## src/rtl/dmem_pkg.sv

```systemverilog
// Shared types for the data-RAM arbiter: access sizes, arbitration states
// and the per-requester access bundle.
package dmem_pkg;

    typedef enum logic [1:0] {
        SZ_BYTE = 2'b00,
        SZ_HALF = 2'b01,
        SZ_WORD = 2'b10
    } dmem_size_e;

    typedef enum logic [1:0] {
        IDLE   = 2'b00,
        OWN_M0 = 2'b01,
        OWN_M1 = 2'b10
    } arb_state_e;

    typedef struct packed {
        logic        we;
        logic [31:0] addr;
        logic [31:0] wdata;
        logic [1:0]  size;
        logic        lock;
    } dmem_req_t;

endpackage

```

## src/rtl/dmem_access_check.sv

```systemverilog
// Combinational legality screen for one RAM access: size encoding,
// natural alignment and word-index range.
module dmem_access_check
    import dmem_pkg::*;
#(
    parameter int unsigned MEM_WORDS = 256
) (
    input  logic [1:0]  size,
    input  logic [31:0] addr,
    output logic        illegal
);

    localparam logic [31:0] MEM_WORDS_W = 32'(MEM_WORDS);

    logic align_bad_s;
    logic range_bad_s;

    // Alignment by access size; the unused 2'b11 encoding is always rejected
    always_comb begin
        align_bad_s = 1'b1;
        case (size)
            SZ_BYTE: align_bad_s = 1'b0;
            SZ_HALF: align_bad_s = addr[0];
            SZ_WORD: align_bad_s = (addr[1:0] != 2'b00);
            default: align_bad_s = 1'b1;
        endcase
    end

    assign range_bad_s = ({2'b00, addr[31:2]} >= MEM_WORDS_W);
    assign illegal     = align_bad_s | range_bad_s;

endmodule

```

## src/rtl/dmem_arbiter.sv

```systemverilog
// Two-requester round-robin arbiter with bounded lock in front of the
// single-port data RAM; one-cycle registered response per requester.
module dmem_arbiter
    import dmem_pkg::*;
#(
    parameter int unsigned MEM_WORDS = 256,
    parameter int unsigned LOCK_MAX  = 8
) (
    input  logic        clk,
    input  logic        reset_n,
    input  logic        m0_req,
    input  logic        m0_lock,
    input  logic        m0_we,
    input  logic [31:0] m0_addr,
    input  logic [31:0] m0_wdata,
    input  logic [1:0]  m0_size,
    output logic        m0_gnt,
    output logic        m0_rvalid,
    output logic [31:0] m0_rdata,
    output logic        m0_err,
    input  logic        m1_req,
    input  logic        m1_lock,
    input  logic        m1_we,
    input  logic [31:0] m1_addr,
    input  logic [31:0] m1_wdata,
    input  logic [1:0]  m1_size,
    output logic        m1_gnt,
    output logic        m1_rvalid,
    output logic [31:0] m1_rdata,
    output logic        m1_err,
    output logic        ram_we,
    output logic [31:0] ram_addr,
    output logic [31:0] ram_wdata,
    output logic [1:0]  ram_size,
    input  logic [31:0] ram_rdata
);

    localparam logic [7:0] LOCK_MAX_W = 8'(LOCK_MAX);

    arb_state_e  state_r, state_nxt_s;
    logic        last_grant_r, last_grant_nxt_s;
    logic [7:0]  lock_cnt_r, lock_cnt_nxt_s;

    dmem_req_t   req0_s, req1_s, win_req_s;
    logic        hold_s, any_s, win1_s, other_req_s, grant_ok_s;
    logic        illegal_s;
    logic [31:0] rsp_data_s;

    assign req0_s = {m0_we, m0_addr, m0_wdata, m0_size, m0_lock};
    assign req1_s = {m1_we, m1_addr, m1_wdata, m1_size, m1_lock};

    // Winner selection and lock bookkeeping; a locked owner releases in the
    // same cycle its release condition appears, so the waiter wins at once
    always_comb begin
        hold_s           = 1'b0;
        any_s            = 1'b0;
        win1_s           = 1'b0;
        state_nxt_s      = IDLE;
        lock_cnt_nxt_s   = 8'd0;
        last_grant_nxt_s = last_grant_r;

        case (state_r)
            OWN_M0:  hold_s = m0_req & m0_lock & ~(m1_req & (lock_cnt_r >= LOCK_MAX_W));
            OWN_M1:  hold_s = m1_req & m1_lock & ~(m0_req & (lock_cnt_r >= LOCK_MAX_W));
            default: hold_s = 1'b0;
        endcase

        if (hold_s) begin
            any_s  = 1'b1;
            win1_s = (state_r == OWN_M1);
        end else if (m0_req && m1_req) begin
            any_s  = 1'b1;
            win1_s = ~last_grant_r;
        end else if (m0_req) begin
            any_s  = 1'b1;
            win1_s = 1'b0;
        end else if (m1_req) begin
            any_s  = 1'b1;
            win1_s = 1'b1;
        end else begin
            any_s  = 1'b0;
            win1_s = 1'b0;
        end

        other_req_s = win1_s ? m0_req : m1_req;

        if (!any_s) begin
            state_nxt_s    = IDLE;
            lock_cnt_nxt_s = 8'd0;
        end else if (hold_s) begin
            state_nxt_s    = state_r;
            lock_cnt_nxt_s = lock_cnt_r + {7'd0, other_req_s};
        end else if ((win1_s ? m1_lock : m0_lock)) begin
            state_nxt_s    = win1_s ? OWN_M1 : OWN_M0;
            lock_cnt_nxt_s = 8'd1;
        end else begin
            state_nxt_s    = IDLE;
            lock_cnt_nxt_s = 8'd0;
        end

        if (any_s) begin
            last_grant_nxt_s = win1_s;
        end else begin
            last_grant_nxt_s = last_grant_r;
        end
    end

    assign grant_ok_s = any_s & reset_n;
    assign m0_gnt     = grant_ok_s & ~win1_s;
    assign m1_gnt     = grant_ok_s &  win1_s;
    assign win_req_s  = win1_s ? req1_s : req0_s;

    dmem_access_check #(.MEM_WORDS(MEM_WORDS)) u_check (
        .size    (win_req_s.size),
        .addr    (win_req_s.addr),
        .illegal (illegal_s)
    );

    // RAM port follows the winner; illegal accesses never write
    always_comb begin
        ram_we    = 1'b0;
        ram_addr  = 32'd0;
        ram_wdata = 32'd0;
        ram_size  = 2'b00;
        if (grant_ok_s) begin
            ram_we    = win_req_s.we & ~illegal_s;
            ram_addr  = win_req_s.addr;
            ram_wdata = win_req_s.wdata;
            ram_size  = win_req_s.size;
        end else begin
            ram_we    = 1'b0;
        end
    end

    assign rsp_data_s = (!illegal_s && !win_req_s.we) ? ram_rdata : 32'd0;

    // Arbitration state register
    always_ff @(posedge clk or negedge reset_n) begin
        if (!reset_n) begin
            state_r      <= IDLE;
            last_grant_r <= 1'b1;
            lock_cnt_r   <= 8'd0;
        end else begin
            state_r      <= state_nxt_s;
            last_grant_r <= last_grant_nxt_s;
            lock_cnt_r   <= lock_cnt_nxt_s;
        end
    end

    // Registered responses; a non-winner keeps its last read data
    always_ff @(posedge clk or negedge reset_n) begin
        if (!reset_n) begin
            m0_rvalid <= 1'b0;
            m0_rdata  <= 32'd0;
            m0_err    <= 1'b0;
            m1_rvalid <= 1'b0;
            m1_rdata  <= 32'd0;
            m1_err    <= 1'b0;
        end else begin
            m0_rvalid <= m0_gnt;
            m1_rvalid <= m1_gnt;
            if (m0_gnt) begin
                m0_rdata <= rsp_data_s;
                m0_err   <= illegal_s;
            end else begin
                m0_err   <= 1'b0;
            end
            if (m1_gnt) begin
                m1_rdata <= rsp_data_s;
                m1_err   <= illegal_s;
            end else begin
                m1_err   <= 1'b0;
            end
        end
    end

endmodule

```

## config.mk

```make
export PLATFORM = sky130hd
export DESIGN_NAME = dmem_arbiter
export DESIGN_NICKNAME = d
export VERILOG_FILES = /design/src/rtl/dmem_pkg.sv /design/src/rtl/dmem_access_check.sv /design/src/rtl/dmem_arbiter.sv
export SDC_FILE = /design/constraint.sdc
export NUM_CORES = 1
export LEC_CHECK = 0
export ABC_AREA = 1
export BUFFER_PORTS_ARGS = -buffer_cell sky130_fd_sc_hd__buf_2
export CAP_MARGIN = 20
export CORE_AREA = 8 8 115 117
export CTS_BUF_LIST = sky130_fd_sc_hd__clkbuf_8
export CTS_CLUSTER_SIZE = 20
export DETAILED_ROUTE_END_ITERATION = 12
export DIE_AREA = 0 0 123 125
export GPL_TIMING_DRIVEN = 0
export PLACE_DENSITY = 0.77
export SETUP_SLACK_MARGIN = 0.2
export SKIP_CTS_REPAIR_TIMING = 1
export SLEW_MARGIN = 20
export SYNTH_ARGS = -nofsm -noshare
export SYNTH_HDL_FRONTEND = slang
export SYNTH_SLANG_ARGS = --single-unit
```

## constraint.sdc

```tcl
create_clock -name clk -period 3.35 [get_ports clk]
set_input_delay 0.5025 -clock clk [delete_from_list [all_inputs] [get_ports clk]]
set_output_delay 0.5025 -clock clk [all_outputs]
set_load 0.05 [all_outputs]
```

# After elaboration in Yosys (flattened, before gate mapping)
# Cells that the tools add are included.
[totals]
register_bits = 79
input_bits = 172
output_inout_bits = 137
word_cells = 65
[classes]
addsub = 1
magnitude_cmp = 2
n_eq_ne = 5
n_mux = 26
bitwise = 16
reduce_logical = 6
[ops]
columns = ["cell", "count"]
rows = [
  ["2-to-1 mux 32 bit", 3],
  ["2-to-1 mux 68 bit", 1],
  ["greater-or-equal comparator 30 x 9 -> 1 bit (second input constant)", 1],
  ["2-to-1 mux 8 bit", 2],
  ["2-to-1 mux 1 bit", 13],
  ["AND 1 bit", 10],
  ["2-to-1 mux 2 bit", 5],
  ["adder 8 x 1 -> 8 bit", 1],
  ["greater-or-equal comparator 8 x 4 -> 1 bit (second input constant)", 1],
  ["inverter 1 bit", 5],
  ["== test 2 x 1 -> 1 bit (second input constant)", 2],
  ["== test 2 bit (second input constant)", 2],
  ["case mux 1 bit (3 select lines)", 1],
  ["logical AND 1 bit", 2],
  ["zero test 1 bit", 2],
  ["zero test 2 bit", 1],
  ["inequality test 2 bit (second input constant)", 1],
  ["case mux 1 bit (2 select lines)", 1],
  ["nonzero test 2 bit", 1],
  ["OR 1 bit", 1],
]

# Logic depth before layout (Yosys ltp)
[depth]
depth_word = 13
mapped_depth = 19
ltp_nobuf = 16

# Cells and area by module
# From an unflattened synthesis, not the netlist that was laid out.
[hier_totals]
cells_unflattened = 676
area_unflattened_um2 = 4673.2
[by_module_without_submodules]
columns = ["mod", "instances", "cells_per_inst", "area_each_um2", "seq_area_each_um2"]
rows = [
  ["dmem_arbiter", 1, 635, 4515.6, 1978.1],
  ["dmem_access_check", 1, 41, 157.7, 0.0],
]

# Least setup slack after synthesis
# Ideal clock, no wire load.
[synth_timing]
path_type = "register to output"
startpoint = "reg state_r[0]"
endpoint = "out ram_we"
arrival_ps = 3204
required_time_ps = 2847
path_slack_ps = -356
path_stages_with_launch = 17
n_path_buf = 3
cell_sequence = "dfrtp_1 > inv_1 > ha_1 > nand3_1 > a21oi_4 > nand2_2 > buf_6 > nand2_4 > nand2_4 > buf_6 > o21ai_2 > nand2_1 > nand2_1 > nand3_1 > nor2_2 > buf_6 > nor3b_1"
[synth_between]
elab_chain_cells = 10
word_cells_on_any_way = 17
cone_classes = "order compare: 1; eq/ne: 4; mux: 6; bitwise: 4; reduce/logical: 2"
[synth_rtl]
columns = ["element", "line", "text"]
rows = [
  ["from (decl)", "dmem_arbiter.sv:40", "arb_state_e state_r, state_nxt_s;"],
  ["from (signal assigned)", "dmem_arbiter.sv:144", "state_r <= state_nxt_s;"],
  ["parallel branches: the longest is 9 deep, another holds greater-or-equal comparator 30 x 9 -> 1 bit", "--", ""],
  ["2-to-1 mux 1 bit (*)", "dmem_arbiter.sv:125", "if (grant_ok_s) begin"],
  ["to (decl)", "dmem_arbiter.sv:31", "output logic ram_we,"],
]
# Every way passes the cells marked *.

# Final worst setup path
[layout_timing]
startpoint = "reg state_r[1]"
endpoint = "out ram_we"
# The elaborated chain is that of the path after synthesis.

==> flow_metrics.env <==
export IMPL_status="finished, violations left"
export IMPL_violations="negative setup slack"
export IMPL_drc=0
export IMPL_reg2reg_depth=12
export IMPL_ant_nets=0
export IMPL_slowest_stage="dfrtp_1"
export IMPL_io_pins=309
export IMPL_ir_worst_vdd_mv=0.289
export IMPL_slew_viol_final=0
export IMPL_detail_route_wirelength_um=19900
export IMPL_cp_top_family="simple AND/OR/NAND/NOR gates"
export IMPL_r2r_start="state_r[1]"
export IMPL_synth_most_common_cell="nand2_1"
export IMPL_critPathMaxFanout=7
export IMPL_grt_pass1_vias=5406
export IMPL_synth_nets=775
export IMPL_yosysTopAreaCellShare_pct=43.2
export IMPL_die_area_mm2=0.0154
export IMPL_initial_core_util_pct=38.9
export IMPL_drive_gt1_share_pct=42.6
export IMPL_maxSlewHeadroom_pct=64.8
export IMPL_min_path_type="in2async"
export IMPL_nNetsFinal=1121
export IMPL_yosysTopAreaCell="dfrtp_1"
export IMPL_avgSynthCellArea_um2=7.54
export IMPL_synth_seq_area_share_pct=43.8
export IMPL_finalSetupViolations=4
export IMPL_ctsHtreeMaxLevel=3
export IMPL_clk_latency_ns=0.34
export IMPL_grt_first_pass_wirelength_um=28700
export IMPL_port_buffers=308
export IMPL_worstMarginPinSlew_ns=0.529
export IMPL_fin_ws_ns=-0.0432
export IMPL_fmax_ghz=0.295
export IMPL_core_area_mm2=0.0116
export IMPL_startpoint_type="flop"
export IMPL_min_period_over_period_pct=101
export IMPL_p_per_area_mw_per_mm2=379
export IMPL_grt_max_degree=49
export IMPL_rsz0062_at_grt="yes"
export IMPL_die_x_um=123
export IMPL_track_usage_pct=23.6
export IMPL_dr_pass1_iters=5
export IMPL_synthDistinctLibCells=30
export IMPL_routabilityCongestion=0.906
export IMPL_synth_area_leaders="dfrtp_1, nand2_1, nand4_1"
export IMPL_antenna_found_initial=0
export IMPL_layout_min_cycle_time_ns=3.39
export IMPL_fp_row_count=40
export IMPL_required_ns=2.85
export IMPL_seq_area_mm2=0.00198
export IMPL_pre_cts_ws_ns=-0.384
export IMPL_synth_edff_count=0
export IMPL_syn_to_final_growth_pct=60.9
export IMPL_yosys_warnings=0
export IMPL_hold_viol=0
export IMPL_die_h_um=125
export IMPL_crit_chain="buf_4, ha_4, nand3_2, a21oi_4, nand2_2, buf_8, nand2_8, nand2_8, clkbuf_16, o21ai_2, nand2_1, nand2_1, nand3_1, nor2_4, buf_6, nor3b_4, buf_6"
export IMPL_grt_overflow=0
export IMPL_drt_iter0_drc=445
export IMPL_clockBufferDepth=2
export IMPL_max_stage_delay_ns=0.38
export IMPL_cp_num_buf_inv=5
export IMPL_skew_ns=0.0103
export IMPL_dp_hpwl_um=15300
export IMPL_tritoncts="yes"
export IMPL_cts_root_buffer_cell="clkbuf_8"
export IMPL_criticalPathCategory="reg2out"
export IMPL_n_antenna_cell=0
export IMPL_clk_transition_reported_paths_ns=0.09
export IMPL_r2r_setup_slack_ns=0.57
export IMPL_cts_sinks=79
export IMPL_multi_input_area_mm2=0.00229
export IMPL_ys_flop_type="dfrtp_1"
export IMPL_crit_start="state_r[1]"
export IMPL_num_fill_cells=1063
export IMPL_vias_per_cell=5.21
export IMPL_synth_async_reset_ratio_pct=100
export IMPL_postLayoutCellArea_mm2=0.00727
export IMPL_leakage_nw=4.32
export IMPL_end_kind="output pin"
export IMPL_vias=5714
export IMPL_cp_arrival_ns=2.89
export IMPL_synth_seq_cells=79
export IMPL_synth_cell_area_mm2=0.00452
export IMPL_synth_common_cells="nand2_1, dfrtp_1, nand4_1"
export IMPL_r2r_end="m0_rdata[13]"
export IMPL_max_cap_violations=0
export IMPL_wl_per_cell_um=18.2
export IMPL_synth_cells=599
export IMPL_cts_made_buffers=9
export IMPL_place_area_mm2=0.00628
## flip-flops by register name (all words and copies together) (netlist names)
register	count
lock_cnt_r	8
last_grant_r	1
m0_err	1
m1_rvalid	1
m1_rdata	32
m0_rdata	32
m0_rvalid	1
m1_err	1
state_r	2
## worst max-delay path by stage
| stage | to | depth (start not counted) |
|---|---|---|
| final | ram_we | 17 |
| after global routing | ram_we | 18 |
| after CTS | ram_wdata[15] | 15 |
| after detailed placement | ram_wdata[15] | 10 |
| after global placement | ram_wdata[7] | 9 |
| after floorplan | ram_wdata[10] | 14 |
## power breakdown
group	internal [mW]	switching (mW)	total, mW
Sequential	0.963	0.00379	0.966
Clock	0.491	0.348	0.839
Combinational	0.339	0.610	0.949
## per-stage QoR
stage / power, mW / TNS (ns) / instances / utilization, % / hold WS, ns
after floorplan: 1.49 / 0 / 599 / - / 0.207
after global placement: 1.77 / -58.60 / 1054 / 53.9 / 0.458
after detailed placement: 1.77 / -9.19 / 1055 / 54.1 / 0.461
after CTS: 2.60 / -16.50 / 1070 / 56.1 / 0.185
after global routing: 2.86 / -3.11 / 1096 / 62.6 / 0.0606
final: 2.75 / -0.0519 / 1096 / 62.6 / 0.0492
## cell families after synthesis
logic type / Yosys count / synth area share (%)
AO/OA/AOI/OAI: 71 / 10.9
adder cells (fa/ha/maj): 4 / 1.11
multiplexers: 1 / 0.222
flip-flops: 79 / 43.8
XOR/XNOR: 2 / 0.388
buffers and inverters: 79 / 8.09
AND/OR/NAND/NOR: 363 / 35.5
## cell type report
class,count,share of cell area [%]
Buffer,45,4.68
Multi-Input combinational cell,442,31.6
Clock inverter,6,1.52
Sequential cell,79,27.2
Clock buffer,9,1.70
Tap cell,147,2.53
Timing Repair Buffer,334,29.0
Inverter,34,1.81
## per-layer routing
metal	vias up	GRT usage (%)	wire, um
met3	40	5.72	1850
met1	2646	26.9	7410
met5	-	0	0
met2	319	41.1	10000
li1	2709	-	-
met4	0	9.36	641
## placed cells by master (no fill, tap or decap), drive strengths merged
| cell type | n |
|---|---|
| buf | 356 |
| nand2 | 231 |
| dfrtp | 78 |
| nand4 | 65 |
| nor2 | 37 |
| inv | 34 |
| a22o | 32 |
| clkbuf | 32 |
| a21oi | 30 |
| nand3 | 26 |
| o21ai | 8 |
| ha | 4 |
| bufinv | 3 |
| nor3 | 2 |
| xor2 | 2 |
| clkinvlp | 2 |
| clkinv | 1 |
| and3 | 1 |
| o211ai | 1 |
| nand3b | 1 |
| mux2i | 1 |
| nor3b | 1 |
| dfstp | 1 |
No activity file was read; power rests on OpenSTA's default activity.
